<file path="src/rtl/sort_pkg.sv">
// Shared constants and types for the five-input sorter and its loader.
package sort_pkg;
    localparam int NUM_W     = 6;
    localparam int FRAME_LEN = 5;

    typedef logic [NUM_W-1:0] num_t;

    typedef enum logic {FILL, HOLD} loader_state_e;
endpackage

</file>
<file path="src/rtl/sort_loader_if.sv">
// Serial number input and parallel frame output of the sort loader.
interface sort_loader_if;
    import sort_pkg::*;

    logic in_valid;
    num_t in_data;
    logic in_ready;
    logic in_clear;
    logic out_valid;
    logic out_ready;
    num_t out_num0;
    num_t out_num1;
    num_t out_num2;
    num_t out_num3;
    num_t out_num4;

    modport master (
        output in_valid, in_data, in_clear, out_ready,
        input  in_ready, out_valid,
        input  out_num0, out_num1, out_num2, out_num3, out_num4
    );

    modport slave (
        input  in_valid, in_data, in_clear, out_ready,
        output in_ready, out_valid,
        output out_num0, out_num1, out_num2, out_num3, out_num4
    );
endinterface

</file>
<file path="src/rtl/sort_loader.sv">
// Groups a serial 6-bit stream into registered 5-number frames for the sorter, held until accepted.
// Optional delivered-frame counter port frame_cnt is built when SORT_LOADER_CNT_EN is defined.
module sort_loader
    import sort_pkg::*;
(
    input  logic         clk,
    input  logic         rst_n,
    sort_loader_if.slave bus
`ifdef SORT_LOADER_CNT_EN
    ,
    output logic [7:0]   frame_cnt
`endif
);
    localparam logic [2:0] LAST_IDX = 3'(FRAME_LEN - 1);

    loader_state_e state, state_nxt;
    logic [2:0]    idx, idx_nxt;
    num_t          slots [FRAME_LEN];
    logic          slot_wr;
    logic          in_ready_int;
    logic          out_valid_int;

    always_ff @(posedge clk or negedge rst_n) begin
        if (!rst_n) begin
            state <= FILL;
            idx   <= '0;
        end else begin
            state <= state_nxt;
            idx   <= idx_nxt;
        end
    end

    // in_clear overrides every transfer and release, in both states.
    always_comb begin
        state_nxt     = state;
        idx_nxt       = idx;
        slot_wr       = 1'b0;
        in_ready_int  = 1'b0;
        out_valid_int = 1'b0;
        case (state)
            FILL: begin
                in_ready_int = 1'b1;
                if (bus.in_clear) begin
                    idx_nxt = '0;
                end else if (bus.in_valid) begin
                    slot_wr = 1'b1;
                    if (idx == LAST_IDX) begin
                        idx_nxt   = '0;
                        state_nxt = HOLD;
                    end else begin
                        idx_nxt = idx + 3'd1;
                    end
                end
            end
            HOLD: begin
                out_valid_int = 1'b1;
                if (bus.in_clear || bus.out_ready) begin
                    state_nxt = FILL;
                    idx_nxt   = '0;
                end
            end
            default: begin
                state_nxt = FILL;
                idx_nxt   = '0;
            end
        endcase
    end

    always_ff @(posedge clk or negedge rst_n) begin
        if (!rst_n) begin
            for (int i = 0; i < FRAME_LEN; i++) slots[i] <= '0;
        end else begin
            for (int i = 0; i < FRAME_LEN; i++) begin
                if (slot_wr && idx == 3'(i)) slots[i] <= bus.in_data;
            end
        end
    end

    assign bus.in_ready  = in_ready_int;
    assign bus.out_valid = out_valid_int;
    assign bus.out_num0  = slots[0];
    assign bus.out_num1  = slots[1];
    assign bus.out_num2  = slots[2];
    assign bus.out_num3  = slots[3];
    assign bus.out_num4  = slots[4];

`ifdef SORT_LOADER_CNT_EN
    // A frame dropped by in_clear is never counted as delivered.
    always_ff @(posedge clk or negedge rst_n) begin
        if (!rst_n) begin
            frame_cnt <= '0;
        end else if (out_valid_int && bus.out_ready && !bus.in_clear) begin
            frame_cnt <= frame_cnt + 8'd1;
        end
    end
`endif

    idx_in_range: assert property (@(posedge clk) disable iff (!rst_n) idx <= LAST_IDX);

endmodule

</file>
<file path="src/flat_wrapper.sv">
// flat-port wrapper written by rule: the top's interface ports become plain ports
module sort_loader_flat import sort_pkg::*;
  (clk, rst_n, bus_in_valid, bus_in_data, bus_in_clear, bus_out_ready, bus_in_ready, bus_out_valid, bus_out_num0, bus_out_num1, bus_out_num2, bus_out_num3, bus_out_num4);
  sort_loader_if bus_i ();
  input  logic clk;
  input  logic rst_n;
  input wire logic [$bits(bus_i.in_valid)-1:0] bus_in_valid;
  input wire logic [$bits(bus_i.in_data)-1:0] bus_in_data;
  input wire logic [$bits(bus_i.in_clear)-1:0] bus_in_clear;
  input wire logic [$bits(bus_i.out_ready)-1:0] bus_out_ready;
  output wire logic [$bits(bus_i.in_ready)-1:0] bus_in_ready;
  output wire logic [$bits(bus_i.out_valid)-1:0] bus_out_valid;
  output wire logic [$bits(bus_i.out_num0)-1:0] bus_out_num0;
  output wire logic [$bits(bus_i.out_num1)-1:0] bus_out_num1;
  output wire logic [$bits(bus_i.out_num2)-1:0] bus_out_num2;
  output wire logic [$bits(bus_i.out_num3)-1:0] bus_out_num3;
  output wire logic [$bits(bus_i.out_num4)-1:0] bus_out_num4;
  assign bus_i.in_valid = bus_in_valid;
  assign bus_i.in_data = bus_in_data;
  assign bus_i.in_clear = bus_in_clear;
  assign bus_i.out_ready = bus_out_ready;
  assign bus_in_ready = bus_i.in_ready;
  assign bus_out_valid = bus_i.out_valid;
  assign bus_out_num0 = bus_i.out_num0;
  assign bus_out_num1 = bus_i.out_num1;
  assign bus_out_num2 = bus_i.out_num2;
  assign bus_out_num3 = bus_i.out_num3;
  assign bus_out_num4 = bus_i.out_num4;
  sort_loader u_core (.clk(clk), .rst_n(rst_n), .bus(bus_i));
endmodule
</file>
<file path="config.mk">
export PLATFORM = sky130hd
export DESIGN_NAME = sort_loader_flat
export DESIGN_NICKNAME = d
export VERILOG_FILES = /design/src/rtl/sort_pkg.sv /design/src/rtl/sort_loader_if.sv /design/src/rtl/sort_loader.sv /design/src/flat_wrapper.sv
export SDC_FILE = /design/constraint.sdc
export NUM_CORES = 1
export LEC_CHECK = 0
export BUFFER_PORTS_ARGS = -buffer_cell sky130_fd_sc_hd__buf_4
export CORE_MARGIN = 5
export CORE_UTILIZATION = 25
export DETAILED_ROUTE_END_ITERATION = 10
export SLEW_MARGIN = 20
export SYNTH_ARGS = -nofsm -noshare
export SYNTH_HDL_FRONTEND = slang
export SYNTH_SLANG_ARGS = --single-unit
export TNS_END_PERCENT = 100
</file>
<file path="constraint.sdc">
create_clock -name clk -period 2.2 [get_ports clk]
set_input_delay 0.44 -clock clk [delete_from_list [all_inputs] [get_ports clk]]
set_output_delay 0.44 -clock clk [all_outputs]
set_load 0.02 [all_outputs]
</file>
==> results.md <==
* Status: complete, no violations
* # setup viols final at 0
* Pin count of the biggest net entering global routing at 35
* GRT Overall Usage at 9.79%
* CTS Buf Count at 5
* Cell depth of the worst flop-to-flop path at 4
* CTS clk-pin slew, worst paths at 0.07 ns
* Syn avg cell area at 15.2 um^2
* Root Buffer: clkbuf_8
* Crit-path slowest cell: nor3b_2
* Unique masters post-synth at 18
* Sink Count at 34
* WL/cell at 15.7 um
* Num rows at 27
* Die Height at 85.2 um
* Period utilization at 80.3%
* Worst Skew at 0.00676 ns
* Die Wd at 85.2 um
* Cell taking the most area after synthesis: dfrtp_1
* Max-cap violations at 0
* Crit path kind: reg -> reg
* Dpl cell area at 1820 um^2
* Leak Pwr at 0.920 nW
* Commonest non-fill, non-tap cell in the layout: buf_4
* Avg Vias per Cell at 4.49
* GRT busiest layer: met2
* Hold Vio Cnt, Final at 0
* Via Count at 961
* I/O Pins at 43
* VDD IR max at 0.307 mV
* Global route overflow at 0
* Synthesized area at 1410 um^2
* Worst-Margin Slew at 0.648 ns
* Fmax at 566 MHz
* RSZ-0062 raised after global routing: no
* CP endpoint kind: register
* Synth area leaders: dfrtp_1 60%, mux2_2 23%, ha_1 4.4%
* ANT cells at 0
* Post-CTS setup buffers at 0
* Crit-path cells: ha_1 > ha_1 > nor3b_2 > mux2_2
* Crit. path cell count at 4
* Max FO, Critical Path at 6
* First-pass GRT wire length at 5.44 mm
* Pwr Density at 926 nW/um^2
* Clock Latency Late Sink at 0.28 ns
* Routed Antenna Nets at 0
* Routed wire length at 3.37 mm
* Vias in the first global route at 1020
* IO Port Bufs at 42
* Slew Limit Fails at 0
* CP Buf/Inv Count at 0
* Final cell count without fillers at 214
* CP Launch Type: register
* R2R Path Start: u_core.idx[1]
* Drt drc at 0
* Slowest cell delay on critical path at 0.54 ns
* WP data required at 2.36 ns
* Hold Worst Slack at 0.103 ns
* Met2 usage at 15.2%
* Cells after synthesis at 93
* Hpwl dp at 2.55 mm
* Setup TNS at 0 ns
* DIE AREA at 7250 um^2
* Initial antenna violation count at 0
* Crit path max-delay family: simple AND/OR/NAND/NOR gates
* H-tree lvl count at 2
* Gp weighted congestion at 0.740
* GR Util met1 at 11.9%
* CTS resizes at 0
* Share of cells above drive strength 1 at 57.0%
* Max Root-Sink Buffers at 2
* CP Launch Point: u_core.idx[1]
* Cell total after placement at 207
* CP arrival at 1.92 ns
* Synth warn at 0
* Final Cell Area at 1900 um^2
* Seq/Total Area, Yosys at 60.2%
* Net Count, Synth at 109
* Starting density of the core at 25.7%
* Nets at 158
* First-pass DRT Iterations at 4
* Hold WC Path Type: in -> async
* Post-layout min period at 1.77 ns
* Most Frequent Cell on Critical Path: ha_1
* Commonest non-fill, non-tap cells in the layout: 43 x buf_4, 34 x dfrtp_1, 29 x mux2_2
* Starting DRC count in detailed routing at 22
* Core ar. at 5510 um^2
* Slew headroom at 56.6%
* CTS tree: done
* Met3 Track Usage GR at 4.37%
* Fillers at 535
* Synth-to-layout area growth at 34.3%
* Cts hold-fix bufs at 0
* Synth top area share at 60.2%
* Yosys reg bits at 34
==> cells by family after synthesis <==
kind of cell    Yosys count  synth area share [%]
flops                    34                  60.2
mux                      31                  24.6
simple gates             14                  7.44
buf+inv                   5                  1.42
fa+ha+maj                 5                  4.43
compound gates            4                  1.86
==> where the power goes <==
part           switching (mW)  leakage [nW]  internal, mW
clock network           0.198        0.0383         0.217
registers              0.0707         0.436         0.747
logic                   0.270         0.447         0.254
==> routing by layer <==
layer | routed length [um] | vias to the layer above
met3 | 321 | 6
met2 | 1580 | 51
met5 | 0 | -
met1 | 1400 | 479
li1 | - | 425
met4 | 63 | 0
==> stage by stage <==
| step | setup WS (ns) | utilization (%) | total power, mW |
|---|---|---|---|
| CTS | 0.399 | 34.4 | 1.79 |
| global route | 0.303 | 34.4 | 1.85 |
| finish | 0.434 | 34.4 | 1.76 |
| floorplan | 0.646 | - | 1.09 |
| global placement | 0.473 | 33.1 | 1.35 |
| detailed placement | 0.396 | 33.1 | 1.36 |
==> registers in the layout (all words and copies together) (netlist names) <==
register,count
u_core.bus.out_num3,6
u_core.bus.out_num2,6
u_core.state,1
u_core.idx,3
u_core.bus.out_num1,6
u_core.bus.out_num4,6
u_core.bus.out_num0,6
==> worst paths after layout <==
| check | slack, ns | to |
|---|---|---|
| worst max-delay path | 0.43 | u_core.bus.out_num3[3] |
| worst min-delay path | 0.10 | u_core.bus.out_num2[1] |
| worst max register to register | 0.43 | u_core.bus.out_num3[3] |
| worst min register to register | 0.51 | u_core.bus.out_num2[5] |
| max in group asynchronous | 1.78 | u_core.bus.out_num4[1] |
| min in group clk | 0.41 | u_core.idx[2] |
==> area by class of cell <==
cell class / count / area (um^2) / area share (%)
Sequential cell: 34 / 851 / 44.9
Multi-Input combinational cell: 54 / 542 / 28.6
Timing Repair Buffer: 43 / 323 / 17.0
Tap cell: 72 / 90.1 / 4.75
Clock buffer: 7 / 76.3 / 4.02
Inverter: 4 / 15.0 / 0.792
==> cells in the mapped netlist <==
cell      count
a21o_1        1
a21oi_1       2
a32oi_1       1
buf_2         1
dfrtp_1      34
ha_1          5
inv_1         4
mux2_1        1
mux2_2       29
mux2i_1       1
nand2_1       6
nand2b_4      1
nand4_1       1
nand4b_1      1
nor2_1        2
nor3_2        1
nor3b_2       1
nor4b_4       1
Note: power is estimated with default switching activity, not from simulation.
